==> src/rtl/cam_frame_packer_if.sv <==
// cam_frame_packer_if: camera pixel stream in, packed DDR3 write-FIFO words out
interface cam_frame_packer_if #(parameter int OUT_W = 128);
  logic             cam_frame_vsync;
  logic             cam_frame_href;
  logic             cam_frame_valid;
  logic [15:0]      cam_frame_data;
  logic             fifo_full;
  logic             wr_en;
  logic [OUT_W-1:0] wr_data;
  modport master (output cam_frame_vsync, cam_frame_href, cam_frame_valid, cam_frame_data, fifo_full,
                  input wr_en, wr_data);
  modport slave (input cam_frame_vsync, cam_frame_href, cam_frame_valid, cam_frame_data, fifo_full,
                 output wr_en, wr_data);
endinterface

==> src/rtl/cam_frame_packer.sv <==
// cam_frame_packer: checks frame geometry, packs RGB565 pixels into wide FIFO words, drops bad frames
module cam_frame_packer #(
  parameter int H_PIXEL = 1024,
  parameter int V_PIXEL = 768,
  parameter int OUT_W   = 128
) (
  input  logic                   cam_pclk,
  input  logic                   sys_rst,
  cam_frame_packer_if.slave      bus,
  output logic                   frame_start,
  output logic                   frame_done,
  output logic                   frame_err,
  output logic [7:0]             frame_cnt,
  output logic                   ovf_sticky
);
  localparam int PPW = OUT_W / 16;
  localparam int SW  = $clog2(PPW);
  localparam int HW  = $clog2(H_PIXEL + 1);
  localparam int VW  = $clog2(V_PIXEL + 1);
  localparam logic [HW-1:0] H_MAX  = HW'(H_PIXEL);
  localparam logic [VW-1:0] V_LAST = VW'(V_PIXEL - 1);
  localparam logic [SW-1:0] S_LAST = SW'(PPW - 1);
  typedef enum logic [1:0] {IDLE, ACTIVE, DROP, DONE} state_t;
  state_t st, st_n;
  logic vsync_d, href_d, wr_pend, done_r;
  logic vs_rise, h_fall, acc, line_ok, last_fall, ovf, take;
  logic [HW-1:0] hcnt;
  logic [VW-1:0] vcnt;
  logic [SW-1:0] slot;
  logic [OUT_W-1:0] pack, word_n;
  always_comb begin
    vs_rise   = bus.cam_frame_vsync & ~vsync_d;
    h_fall    = href_d & ~bus.cam_frame_href;
    acc       = (st == ACTIVE) & ~vs_rise & bus.cam_frame_valid & bus.cam_frame_href;
    line_ok   = hcnt == H_MAX;
    take      = acc & ~line_ok;
    last_fall = (st == ACTIVE) & ~vs_rise & h_fall & line_ok & (vcnt == V_LAST);
    ovf       = wr_pend & bus.fifo_full;
    word_n    = pack;
    word_n[16*slot +: 16] = bus.cam_frame_data;
  end
  always_ff @(posedge cam_pclk or posedge sys_rst)
    if (sys_rst) st <= IDLE;
    else st <= st_n;
  // overflow, long line and short line all abandon the frame; a clean last line finishes it
  always_comb begin
    st_n = st;
    if (vs_rise) st_n = ACTIVE;
    else if (st == ACTIVE) begin
      if (ovf || (acc && line_ok) || (h_fall && !line_ok)) st_n = DROP;
      else if (last_fall) st_n = DONE;
    end
  end
  // the final word of a frame is still in flight at the last href fall, so done rides on its write
  always_comb begin
    bus.wr_en  = wr_pend & ~bus.fifo_full;
    frame_done = done_r | (last_fall & wr_pend & ~bus.fifo_full);
  end
  always_ff @(posedge cam_pclk or posedge sys_rst)
    if (sys_rst) begin
      vsync_d     <= 1'b0;
      href_d      <= 1'b0;
      frame_start <= 1'b0;
      frame_err   <= 1'b0;
      done_r      <= 1'b0;
      wr_pend     <= 1'b0;
      frame_cnt   <= '0;
      ovf_sticky  <= 1'b0;
      bus.wr_data <= '0;
      pack        <= '0;
      hcnt        <= '0;
      vcnt        <= '0;
      slot        <= '0;
    end else begin
      vsync_d     <= bus.cam_frame_vsync;
      href_d      <= bus.cam_frame_href;
      frame_start <= vs_rise;
      frame_err   <= vs_rise & (st == ACTIVE || st == DROP);
      done_r      <= last_fall & ~wr_pend;
      wr_pend     <= take & (slot == S_LAST);
      frame_cnt   <= frame_cnt + {7'd0, frame_done};
      ovf_sticky  <= ovf_sticky | ovf;
      if (take && slot == S_LAST) bus.wr_data <= word_n;
      if (vs_rise || (st == ACTIVE && h_fall)) begin
        hcnt <= '0;
        slot <= '0;
      end else if (take) begin
        hcnt <= hcnt + 1'b1;
        slot <= (slot == S_LAST) ? '0 : slot + 1'b1;
        pack <= word_n;
      end
      if (vs_rise) vcnt <= '0;
      else if (st == ACTIVE && h_fall && line_ok) vcnt <= vcnt + 1'b1;
    end
endmodule

==> src/flat_wrapper.sv <==
// flat-port wrapper written by rule: the top's interface ports become plain ports
module cam_frame_packer_flat 
#(
  parameter int H_PIXEL = 1024,
  parameter int V_PIXEL = 768,
  parameter int OUT_W   = 128
)
  (cam_pclk, sys_rst, frame_start, frame_done, frame_err, frame_cnt, ovf_sticky, bus_cam_frame_vsync, bus_cam_frame_href, bus_cam_frame_valid, bus_cam_frame_data, bus_fifo_full, bus_wr_en, bus_wr_data);
  cam_frame_packer_if #(.OUT_W(OUT_W)) bus_i ();
  input  logic cam_pclk;
  input  logic sys_rst;
  output logic frame_start;
  output logic frame_done;
  output logic frame_err;
  output logic [7:0] frame_cnt;
  output logic ovf_sticky;
  input wire logic [$bits(bus_i.cam_frame_vsync)-1:0] bus_cam_frame_vsync;
  input wire logic [$bits(bus_i.cam_frame_href)-1:0] bus_cam_frame_href;
  input wire logic [$bits(bus_i.cam_frame_valid)-1:0] bus_cam_frame_valid;
  input wire logic [$bits(bus_i.cam_frame_data)-1:0] bus_cam_frame_data;
  input wire logic [$bits(bus_i.fifo_full)-1:0] bus_fifo_full;
  output wire logic [$bits(bus_i.wr_en)-1:0] bus_wr_en;
  output wire logic [$bits(bus_i.wr_data)-1:0] bus_wr_data;
  assign bus_i.cam_frame_vsync = bus_cam_frame_vsync;
  assign bus_i.cam_frame_href = bus_cam_frame_href;
  assign bus_i.cam_frame_valid = bus_cam_frame_valid;
  assign bus_i.cam_frame_data = bus_cam_frame_data;
  assign bus_i.fifo_full = bus_fifo_full;
  assign bus_wr_en = bus_i.wr_en;
  assign bus_wr_data = bus_i.wr_data;
  cam_frame_packer #(.H_PIXEL(H_PIXEL), .V_PIXEL(V_PIXEL), .OUT_W(OUT_W)) u_core (.cam_pclk(cam_pclk), .sys_rst(sys_rst), .bus(bus_i), .frame_start(frame_start), .frame_done(frame_done), .frame_err(frame_err), .frame_cnt(frame_cnt), .ovf_sticky(ovf_sticky));
endmodule
==> config.mk <==
export PLATFORM = sky130hd
export DESIGN_NAME = cam_frame_packer_flat
export DESIGN_NICKNAME = d
export VERILOG_FILES = /design/src/rtl/cam_frame_packer_if.sv /design/src/rtl/cam_frame_packer.sv /design/src/flat_wrapper.sv
export SDC_FILE = /design/constraint.sdc
export NUM_CORES = 1
export LEC_CHECK = 0
export ABC_CLOCK_PERIOD_IN_PS = 12760
export BUFFER_PORTS_ARGS = -buffer_cell sky130_fd_sc_hd__clkbuf_2
export CORE_MARGIN = 2
export CORE_UTILIZATION = 60
export CTS_BUF_LIST = sky130_fd_sc_hd__clkbuf_8
export CTS_CLUSTER_SIZE = 16
export DETAILED_ROUTE_END_ITERATION = 8
export PLACE_DENSITY_LB_ADDON = 0.25
export RECOVER_POWER = 50
export SYNTH_ARGS = -nofsm -noshare
export SYNTH_HDL_FRONTEND = slang
export SYNTH_SLANG_ARGS = --single-unit
export TNS_END_PERCENT = 5
==> constraint.sdc <==
create_clock -name cam_pclk -period 12.76 [get_ports cam_pclk]
set_clock_uncertainty 0.15 [all_clocks]
set_input_delay 1.914 -clock cam_pclk [delete_from_list [all_inputs] [get_ports cam_pclk]]
set_output_delay 1.914 -clock cam_pclk [all_outputs]
set_load 0.1 [all_outputs]
After elaboration in Yosys (flattened, before gate mapping) --
Cells that the tools add are included.
Storage, ports and cells: word-level logic and storage cells 79, bits of input ports 22, register bits after elaboration 297
Cells by class: shift operators 2, reductions and logical operators 16, bitwise gates (word level) 25, multiplexer cells 12, equality and inequality tests 5, $add $sub $neg 5
Operator list (count):
- 128-bit bitwise mux | 1
- 16-bit by 34-bit variable shift with 128-bit output (first input constant) | 1
- 16-bit by 34-bit variable part select with 128-bit output | 1
- 7-bit negation with 34-bit output | 1
- 11-bit two-way mux | 2
- 10-bit two-way mux | 2
- 1-bit bitwise AND | 16
- 11-bit by 1-bit adder with 11-bit output (second input constant) | 1
- 11-bit == test (second input constant) | 1
- 10-bit by 1-bit adder with 10-bit output (second input constant) | 1
- 10-bit == test (second input constant) | 1
- 3-bit two-way mux | 3
- 8-bit by 1-bit adder with 8-bit output | 1
- 2-bit two-way mux | 4
- 1-bit inverter | 7
- 2-bit nonzero test | 3
- 1-bit logical AND | 5
- 1-bit logical OR | 4
- 2-bit AND reduction | 2
- 3-bit by 1-bit adder with 3-bit output (second input constant) | 1
- 3-bit == test (second input constant) | 1
- 3-bit nonzero test | 1
- 2-bit by 1-bit == test with 1-bit output (second input constant) | 1
- 2-bit == test (second input constant) | 1
- other kinds (2) | 3

Longest topological paths before layout --
Gate-level depths: netlist of run 1.
depth after elaboration 12, depth in mapped cells 10, mapped depth without buffers 10

Least setup slack after synthesis of run 1 --
OpenSTA, ideal clock, no wires.
path type input port to output port, start input bus_fifo_full, end output frame_done, path buffers 0, setup slack 6.688 ns, stages 2, required time 10.696 ns, arrival 4.008 ns, cell sequence nor2b_1 > a31o_2
Between the ends: cells in the longest elaborated chain, start to end 3
RTL lines:
- start: declaration | RTL line flat_wrapper.sv:21 | input wire logic [$bits(bus_i.fifo_full)-1:0] bus_fifo_full;
- 1-bit inverter | RTL line cam_frame_packer.sv:57 | frame_done = done_r | (last_fall & wr_pend & ~bus.fifo_full);
- 1-bit bitwise AND | RTL line cam_frame_packer.sv:57
- 1-bit bitwise OR | RTL line cam_frame_packer.sv:57
- end: declaration | RTL line flat_wrapper.sv:13 | output logic frame_done;
No other way between the ends.

==> impl_metrics.tcl, run 1 <==
set metrics [dict create \
    synth_top_family_by_area "multiplexers" \
    postCtsHoldBufs 0 \
    end_kind "asynchronous set/reset pin" \
    ir_drop_uv 72.6 \
    cp.required_ps 12140 \
    switching_power_w 0.000564 \
    syn_avg_cell_area_sq_um 11.9 \
    io_buffers 162 \
    synthCells 1143 \
    yosysTopAreaCell "dfrtp_1" \
    diodes 0 \
    hpwlAfterDp_mm 20.2 \
    antenna_left 0 \
    cts_buffer_depth 3 \
    crit_slowest_cell "clkinvlp_2" \
    synth_xor_area_share_pct 0.711 \
    synth_compound_area_share_pct 12.8 \
    worst_pin_slew_ps 6120 \
    grt_pass1_wl_mm 53.2 \
    clkTransAtPathRegs_ps 60 \
    ys.flop_type "dfrtp_1" \
    wl_mm 32.8 \
    violations "max-capacitance violations, max-slew violations" \
    yosys-top-cells-count "297 x dfrtp_1, 133 x a21oi_1, 132 x a31oi_1, 130 x mux2i_1, 127 x mux2_2" \
    synth_most_common_cell "dfrtp_1" \
    slew_viol_final 224 \
    antenna_found_initial 0 \
    postCtsSetupRepairBufs 0 \
    start_util_pct 61.5 \
    setup_violations 0 \
    instances_no_fill 1582 \
    min_path_type "flop to flop" \
    die_area_sq_um 23800 \
    die_height_um 154 \
    synth_area_leaders "dfrtp_1 55%, mux2_2 11%, mux2i_1 9.6%" \
    crit_type "primary input to asynchronous set/reset pin" \
    p_leak_nw 7.78 \
    cts_tree "done" \
    p_per_area_nw_per_um2 135 \
    cts_root_buffer "clkbuf_8" \
    cts_sinks 297 \
    min_delay_path_depth 1 \
    cts_buffers 48 \
    gp_congestion 0.816 \
    internal_power_w 0.00151 \
    fin_setup_tns_ps 0 \
    power.total_w 0.00208 \
    first_iter_violations 854 \
    synth_area_sq_um 13600 \
    comb_power_share_pct 12.6 \
    synthAdderAreaFrac_pct 1.20 \
    stdcell_area_sq_um 15300 \
    drv_cap 2 \
    vias_per_cell 6.32 \
    p_clk_share_pct 39.0 \
    r2r_cells 8 \
    synth_nets 1178 \
    yosysUniqueCellTypes 49 \
    critPathMaxStageDelay_ps 3340 \
    grt_pass1_vias 9805 \
    crit_buf_inv 2 \
    core_area_sq_um 22000 \
    fin_crit_sh_pct 48.3 \
    timing.fmax_mhz 162 \
    slew_headroom_pct -308 \
    synth_mux_area_share_pct 20.2 \
    path_depth 2 \
    start_kind "primary input" \
    layout-drive-gt1-share_pct 25.4 \
    synth_seq_cells 297 \
    final_core_util_pct 69.6 \
    cpLargestDelayFamily "buffers and inverters" \
    outcome "complete, but fails checks" \
    path_max_fanout 142 \
    synthSimpleGateAreaFrac_pct 7.04 \
    finalHoldViolCount 0 \
    placed_cells 1500 \
    seq_power_share_pct 48.4 \
    fin_crit_ps 6160 \
    synth-edff-count 0 \
    die_w_um 154 \
    yosysSeqAreaShare_pct 54.8 \
    post_drt_wl_per_cell_um 20.7 \
    cts_resized 0 \
    num_rows 54 \
    vias 9993 \
    drt_pass1_iterations 5 \
    yosysTopAreaCellShare_pct 54.8 \
    fin_nets 1305 \
    power.share.switching_pct 27.2 \
    ioPinCount 163 \
    crit_chain "clkbuf_2 > clkinvlp_2" \
    overflow 0 \
    grt.total_usage_pct 27.8 \
    clock_latency_ps 560 \
    grt_max_degree 157 \
    areaGrowthSynthToFinish_pct 13.1 \
    ys_warn_count 0 \
    drc_errors 0 \
    place_area_sq_um 14500 \
    arrival_ps 5540 \
    synthArstFlopShare_pct 100 \
    htreeDepth 2 \
    rsz0062_at_grt "false" \
]
-- state kept, by name, indices dropped and copies added (netlist names) --
| register | count |
|---|---|
| u_core.wr_pend | 1 |
| u_core.frame_err | 1 |
| u_core.frame_cnt | 8 |
| u_core.href_d | 1 |
| u_core.ovf_sticky | 1 |
| u_core.pack | 128 |
| u_core.vsync_d | 1 |
| u_core.slot | 3 |
| u_core.done_r | 1 |
| u_core.vcnt | 10 |
| u_core.st | 2 |
| u_core.hcnt | 11 |
| u_core.bus.wr_data | 128 |
| u_core.frame_start | 1 |
-- power groups by stage --
| stage | combinational [W] | sequential (W) | clock (W) |
|---|---|---|---|
| after floorplan | 0.000175 | 0.00104 | 0 |
| after detailed placement | 0.000261 | 0.00102 | 0 |
| after global placement | 0.000256 | 0.00102 | 0 |
| after CTS | 0.000262 | 0.00100 | 0.000820 |
| final | 0.000261 | 0.00101 | 0.000810 |
| after global routing | 0.000283 | 0.00101 | 0.000855 |
-- logic make-up after synthesis --
kind of cell | count (synthesis)
adder cells (fa/ha/maj) | 13
buffers and inverters | 107
XOR/XNOR | 11
multiplexers | 257
flip-flops | 297
AND/OR/NAND/NOR | 160
AO/OA/AOI/OAI | 298
-- through the flow --
step                setup slack, ps  hold WS, ps
global placement               6900          302
floorplan                      2490          309
global route                   5600          338
finish                         6600          315
detailed placement             6820          305
CTS                            6830          323
-- cells in the final DEF (no fill, tap or decap), types with 19 or more instances in the layout --
cell and instances:
a31oi_1 132, dfrtp_1 297, mux2_2 127, mux2i_1 130
nand2_1 19, clkbuf_8 63, inv_1 26, clkbuf_1 52
clkbuf_2 111, a21oi_1 133, and2_1 46
-- worst register-to-register path, cell delays in order, from the launching register on --
cell and delay [ps]:
dfrtp_1 410, inv_1 60, ha_1 230, nand2_1 180
or3_1 200, clkbuf_1 2710, buf_4 980, nand3_2 610
mux2_2 470
-- path summary, 6_finish.rpt --
kind / from / endpoint / slack (ps)
worst max-delay path: sys_rst / u_core.pack[85] / 6600
worst min-delay path: u_core.ovf_sticky / u_core.ovf_sticky / 320
worst max register to register: u_core.hcnt[0] / u_core.pack[82] / 6650
worst min register to register: u_core.ovf_sticky / u_core.ovf_sticky / 320
max in group cam_pclk: u_core.hcnt[0] / u_core.pack[82] / 6650
min in group asynchronous: sys_rst / u_core.frame_err / 3070
-- final cells by class --
| cell class | instances | area (sq um) |
|---|---|---|
| Timing Repair Buffer | 174 | 846 |
| Clock inverter | 19 | 80.1 |
| Multi-Input combinational cell | 739 | 5710 |
| Inverter | 10 | 38.8 |
| Clock buffer | 63 | 867 |
| Sequential cell | 297 | 7430 |
| Fill cell | 1680 | 6700 |
| Tap cell | 280 | 350 |
-- per-layer routing --
metal	GRT usage (%)	part of all wire (%)	vias to the layer above
met3	5.49	7.2	57
met1	40.2	44	5086
met2	43.3	47	369
met5	0	0	-
li1	-	-	4481
met4	8.02	1.9	0
Note: power is estimated with default switching activity, not from simulation.
==> run 2, diff against run 1 <==
- ABC_AREA: default -> 1
- ABC_CLOCK_PERIOD_IN_PS: 12760 -> 5100
- CORE_UTILIZATION: 60 -> 55
- clock period: 12.76 -> 5.1 ns (I/O delays scaled with it)
==> run 2 against run 1 <==
Net effect: highest routed layer unchanged; synthesized cell count increased by 51%; total power increased to 3.2 times the previous value; register-to-register slack got worse by 4600 ps; the flow still finishes with violations (max-capacitance violations, max-slew violations); critical path type is now flop to output port.
==> impl_metrics.tcl, run 2 <==
set metrics [dict create \
    start_util_pct 55.7 \
    die_height_um 163 \
    min_delay_path_depth 1 \
    drc_errors 0 \
    timing.hold.ws_ps 197 \
    synth_seq_cells 297 \
    violations "max-capacitance violations, max-slew violations" \
    fin_setup_tns_ps 0 \
    grt_pass1_vias 11300 \
    fin_crit_ps 3840 \
    cp.required_ps 4180 \
    synth-edff-count 0 \
    slew_viol_final 133 \
    slew_headroom_pct -118 \
    overflow 0 \
    yosysTopAreaCellShare_pct 53.3 \
    r2r_setup_slack_ps 2040 \
    synth_area_leaders "dfrtp_1 53%, nand2_1 17%, o21ai_0 11%" \
    die_w_um 163 \
    min_path_type "primary input to flop" \
    outcome "complete, but fails checks" \
    hpwlAfterDp_mm 22.2 \
    cp_common_cell "nor2_1" \
    final_core_util_pct 62.6 \
    syn_avg_cell_area_sq_um 8.06 \
    placed_cells 2133 \
    yosysTopAreaCell "dfrtp_1" \
    drt_pass1_iterations 5 \
    synth_nets 1766 \
    yosys-top-cells-count "642 x nand2_1, 318 x o21ai_0, 297 x dfrtp_1, 144 x inv_1, 53 x clkbuf_1" \
    wl_mm 35.3 \
    vias 11900 \
    cts_root_buffer "clkbuf_8" \
    synth_most_common_cell "nand2_1" \
    ys_warn_count 0 \
    grt_pass1_wl_mm 57.1 \
    crit_type "flop to output port" \
    cts_buffers 48 \
    num_rows 58 \
    gp_congestion 0.842 \
    r2r-start "u_core.hcnt[0]" \
    yosysUniqueCellTypes 38 \
    diodes 0 \
    antenna_left 0 \
    crit_chain "inv_1 > ha_1 > nand3_1 > nor2_1 > nand2_1 > nor2_1 > nand4_1 > o21bai_1 > clkbuf_2" \
    min-delay-start "bus_cam_frame_vsync" \
    grt.total_usage_pct 26.8 \
    clock_latency_ps 560 \
    antenna_found_initial 0 \
    p_per_area_nw_per_um2 418 \
    r2r_cells 13 \
    crit_buf_inv 2 \
    postCtsSetupRepairBufs 0 \
    ys.flop_type "dfrtp_1" \
    start_kind "flop" \
    cts_sinks 297 \
    rsz0062_at_grt "false" \
    arrival_ps 2920 \
    areaGrowthSynthToFinish_pct 12.4 \
    finalHoldViolCount 0 \
    setup_violations 0 \
    ir_drop_uv 202 \
    reg_top3 "u_core.bus.wr_data (128), u_core.pack (128), u_core.hcnt (11)" \
    vias_per_cell 5.36 \
    power.total_w 0.00656 \
    core_area_sq_um 25000 \
    drv_cap 1 \
    fin_nets 1888 \
    post_drt_wl_per_cell_um 15.9 \
    synthArstFlopShare_pct 100 \
    io_buffers 162 \
    postCtsHoldBufs 0 \
    fin_crit_sh_pct 75.2 \
    cpLargestDelayFamily "simple AND/OR/NAND/NOR gates" \
    instances_no_fill 2220 \
    synthCells 1731 \
    layout-drive-gt1-share_pct 12.8 \
    ioPinCount 163 \
    rr_endpoint "u_core.frame_cnt[7]" \
    first_iter_violations 978 \
    final_cell_mix "643 x nand2_1, 318 x o21ai_0, 297 x dfrtp_1, 160 x inv_1, 110 x clkbuf_2" \
    cts_buffer_depth 3 \
    final_common_cell "nand2_1" \
    htreeDepth 2 \
    yosysSeqAreaShare_pct 53.3 \
    path_max_fanout 6 \
    die_area_sq_um 26700 \
    timing.fmax_mhz 261 \
    cts_tree "done" \
    worst_pin_slew_ps 3280 \
    p_leak_nw 8.09 \
    hold_end "u_core.vsync_d" \
    grt_max_degree 166 \
    crit_slowest_cell "clkbuf_2" \
    critPathMaxStageDelay_ps 490 \
    cts_resized 0 \
    clkTransAtPathRegs_ps 60 \
    synth_area_sq_um 14000 \
    end_kind "output port" \
]
## run 2: worst max path at each step
stage,to,slack (ps),depth (start not counted),startpoint
finish,frame_done,1260,9,u_core.hcnt[0]
global route,u_core.pack[52],750,3,sys_rst
CTS,frame_done,1350,9,u_core.hcnt[0]
detailed placement,frame_done,1870,9,bus_cam_frame_href
global placement,frame_done,1940,9,bus_cam_frame_href
floorplan,u_core.frame_cnt[7],90,8,bus_fifo_full
## run 2: final cells by class
type	count	area, sq um
Clock inverter	24	101
Fill cell	2218	9350
Inverter	150	571
Sequential cell	297	7430
Multi-Input combinational cell	1180	5420
Timing Repair Buffer	176	885
Tap cell	330	413
Clock buffer	63	867
## run 2: metal layers
layer,GRT usage [%],vias to the layer above,wire [um]
li1,-,5755,-
met1,38.8,5702,16100
met2,41.6,364,16300
met3,3.76,75,1940
met4,9.09,0,1040
met5,0,-,0
## run 2: where the power goes
group / internal [W] / switching (W)
Sequential: 0.00280 / 0.000166
Clock: 0.00110 / 0.000938
Combinational: 0.000451 / 0.00110
Total: 0.00436 / 0.00220
## run 2: through the flow
| stage | worst slack [ps] | cell area (sq um) |
|---|---|---|
| 3_3_place_gp | 1940 | 14800 |
| 5_1_grt | 753 | 15700 |
| 4_1_cts | 1350 | 15800 |
| 2_1_floorplan | 89.2 | 14000 |
| 6_report | 1260 | 15700 |
| 3_5_place_dp | 1870 | 14800 |
## run 2: worst reg2reg max path, delay by kind of cell, from the launching register on
family	cells	cell delay, ps
AND/OR/NAND/NOR	8	1400
flip-flops	1	440
adder cells (fa/ha/maj)	2	420
AO/OA/AOI/OAI	1	220
XOR/XNOR	1	150
buffers and inverters	1	140
## run 2: kinds of logic (layout without fill, tap and decap cells)
group / Yosys count / count (layout) / share of synthesized area [%]
simple gates: 784 / 784 / 23.0
buf+inv: 254 / 413 / 7.95
xor+xnor: 8 / 8 / 0.502
fa+ha+maj: 13 / 13 / 1.17
compound gates: 375 / 375 / 14.2
flops: 297 / 297 / 53.3
==> run 3, diff against run 2 <==
- ABC_CLOCK_PERIOD_IN_PS: 5100 -> 3300
- clock period: 5.1 -> 3.3 ns (I/O delays scaled with it)
==> run 3 against run 2 <==
Net effect: the run now ends clean; setup slack worse by 1100 ps; clock power up 59%; critical path depth unchanged; die area unchanged; total power up 56%; final cell count up 0.59%; largest power group unchanged; sequential power up 54%; critical endpoint unchanged; sequential share of layout area down 0.61 points; design area up 1.3%; routed wire length down 0.17%; flip-flop and latch count unchanged; hold slack worse by 110 ps.
==> impl_metrics.tcl, run 3 (same netlist as run 2, synthesis figures left out) <==
set metrics [dict create \
    cp.required_ps 2650 \
    reg_top3 "u_core.bus.wr_data (128), u_core.pack (128), u_core.hcnt (11)" \
    crit_buf_inv 2 \
    clock_latency_ps 560 \
    drt_pass1_iterations 6 \
    outcome "completed" \
    first_iter_violations 1016 \
    grt_pass1_vias 11600 \
    r2r-start "u_core.hcnt[0]" \
    wl_mm 35.3 \
    start_util_pct 55.7 \
    cts_tree "done" \
    crit_slowest_cell "dfrtp_1" \
    grt_pass1_wl_mm 57.8 \
    slew_viol_final 0 \
    path_max_fanout 6 \
    p_clk_share_pct 31.7 \
    grt_max_degree 135 \
    drv_cap 0 \
    internal_power_w 0.00686 \
    vias_per_cell 5.38 \
    grt.total_usage_pct 27.0 \
    r2r_setup_slack_ps 390 \
    die_w_um 163 \
    place_ws_ps 460 \
    final_common_cell "nand2_1" \
    vias 12000 \
    power.share.switching_pct 33.0 \
    layout-drive-gt1-share_pct 13.3 \
    min-delay-start "bus_fifo_full" \
    cts_buffer_depth 3 \
    r2r_cells 13 \
    ioPinCount 163 \
    post_drt_wl_per_cell_um 15.8 \
    crit_type "flop to output port" \
    overflow 0 \
    io_buffers 162 \
    core_area_sq_um 25000 \
    place_area_sq_um 15000 \
    rr_endpoint "u_core.frame_cnt[7]" \
    slew_headroom_pct 13.7 \
    antenna_left 0 \
    cts_root_buffer "clkbuf_8" \
    hpwlAfterDp_mm 22.8 \
    switching_power_w 0.00338 \
    min_delay_path_depth 3 \
    timing.hold.ws_ps 84.3 \
    cpLargestDelayFamily "simple AND/OR/NAND/NOR gates" \
    num_rows 58 \
    cts_sinks 297 \
    fin_crit_ps 3150 \
    fin_crit_sh_pct 95.4 \
    timing.fmax_mhz 318 \
    hold_end "u_core.ovf_sticky" \
    start_kind "flop" \
    stdcell_area_sq_um 15900 \
    finalHoldViolCount 0 \
    fin_ws_ps 152 \
    setup_violations 0 \
    seq_power_share_pct 44.7 \
    drc_errors 0 \
    cts_buffers 49 \
    htreeDepth 2 \
    critPathMaxStageDelay_ps 450 \
    arrival_ps 2500 \
    ir_drop_uv 309 \
    p_leak_nw 8.12 \
    clkTransAtPathRegs_ps 60 \
    gp_congestion 0.884 \
    comb_power_share_pct 23.5 \
    worst_pin_slew_ps 1300 \
    min_path_type "primary input to flop" \
    p_per_area_nw_per_um2 644 \
    die_area_sq_um 26700 \
    areaGrowthSynthToFinish_pct 13.9 \
    final_cell_mix "643 x nand2_1, 318 x o21ai_0, 297 x dfrtp_1, 151 x inv_1, 101 x clkbuf_2" \
    crit_chain "inv_2 > ha_1 > nand3_2 > nor2_2 > nand2_1 > nor2_4 > nand4_1 > o21bai_2 > buf_12" \
    die_height_um 163 \
    antenna_found_initial 1 \
    final_core_util_pct 63.5 \
    fin_nets 1904 \
    end_kind "output port" \
]
[run 3: layout make-up]
type,count,area (sq um)
well taps,330,413
diodes,2,5.00
clock buffers,61,840
flip-flops and latches,297,7430
multi-input cells,1180,5430
repair buffers,191,1040
clock inverters,22,150
inverters,150,571
fillers,2176,9150
[run 3: worst max-delay path by stage]
stage / start / endpoint / slack (ps) / cells past startpoint
floorplan: sys_rst / u_core.bus.wr_data[0] / -1290 / 1
global placement: u_core.hcnt[0] / u_core.frame_cnt[7] / 500 / 13
detailed placement: u_core.hcnt[0] / u_core.frame_cnt[7] / 460 / 13
CTS: u_core.hcnt[0] / frame_done / 70 / 9
global route: u_core.hcnt[0] / frame_done / -10 / 9
finish: u_core.hcnt[0] / frame_done / 150 / 9
[run 3: per-layer routing]
layer | vias up | wire length [um] | track usage [%]
met3 | 79 | 2340 | 5.28
met1 | 5743 | 15600 | 38.2
li1 | 5792 | - | -
met4 | 0 | 987 | 9.98
met5 | - | 0 | 0
met2 | 392 | 16300 | 41.7
[run 3: power by group through the flow]
stage / Combinational (W) / Clock (W) / Sequential [W]
5_1_grt: 0.00276 / 0.00347 / 0.00466
3_3_place_gp: 0.00230 / 0 / 0.00461
4_1_cts: 0.00242 / 0.00329 / 0.00458
3_5_place_dp: 0.00239 / 0 / 0.00464
6_report: 0.00241 / 0.00325 / 0.00458
2_1_floorplan: 0.00174 / 0 / 0.00478
[run 3: timing repair]
item / CTS / global route
resized for setup: 2 / 5
setup buffers: 0 / 1
hold buffers: 3 / 0
pin swaps: 0 / 2
endpoints found under the setup margin: 1 / 1
endpoints found under the hold margin: 25 / 0
[run 3: through the flow]
step / cells / setup TNS [ps] / power (W)
final: 2233 / 0 / 0.0102
after global routing: 2232 / -10.5 / 0.0109
after CTS: 2230 / 0 / 0.0103
after detailed placement: 2144 / 0 / 0.00703
after global placement: 2144 / 0 / 0.00691
after floorplan: 1731 / -387560 / 0.00653
[run 3: tightest hold or removal path, stage by stage]
cell and delay, ps:
clkbuf_2 90, nand2_1 90, nand2_1 80
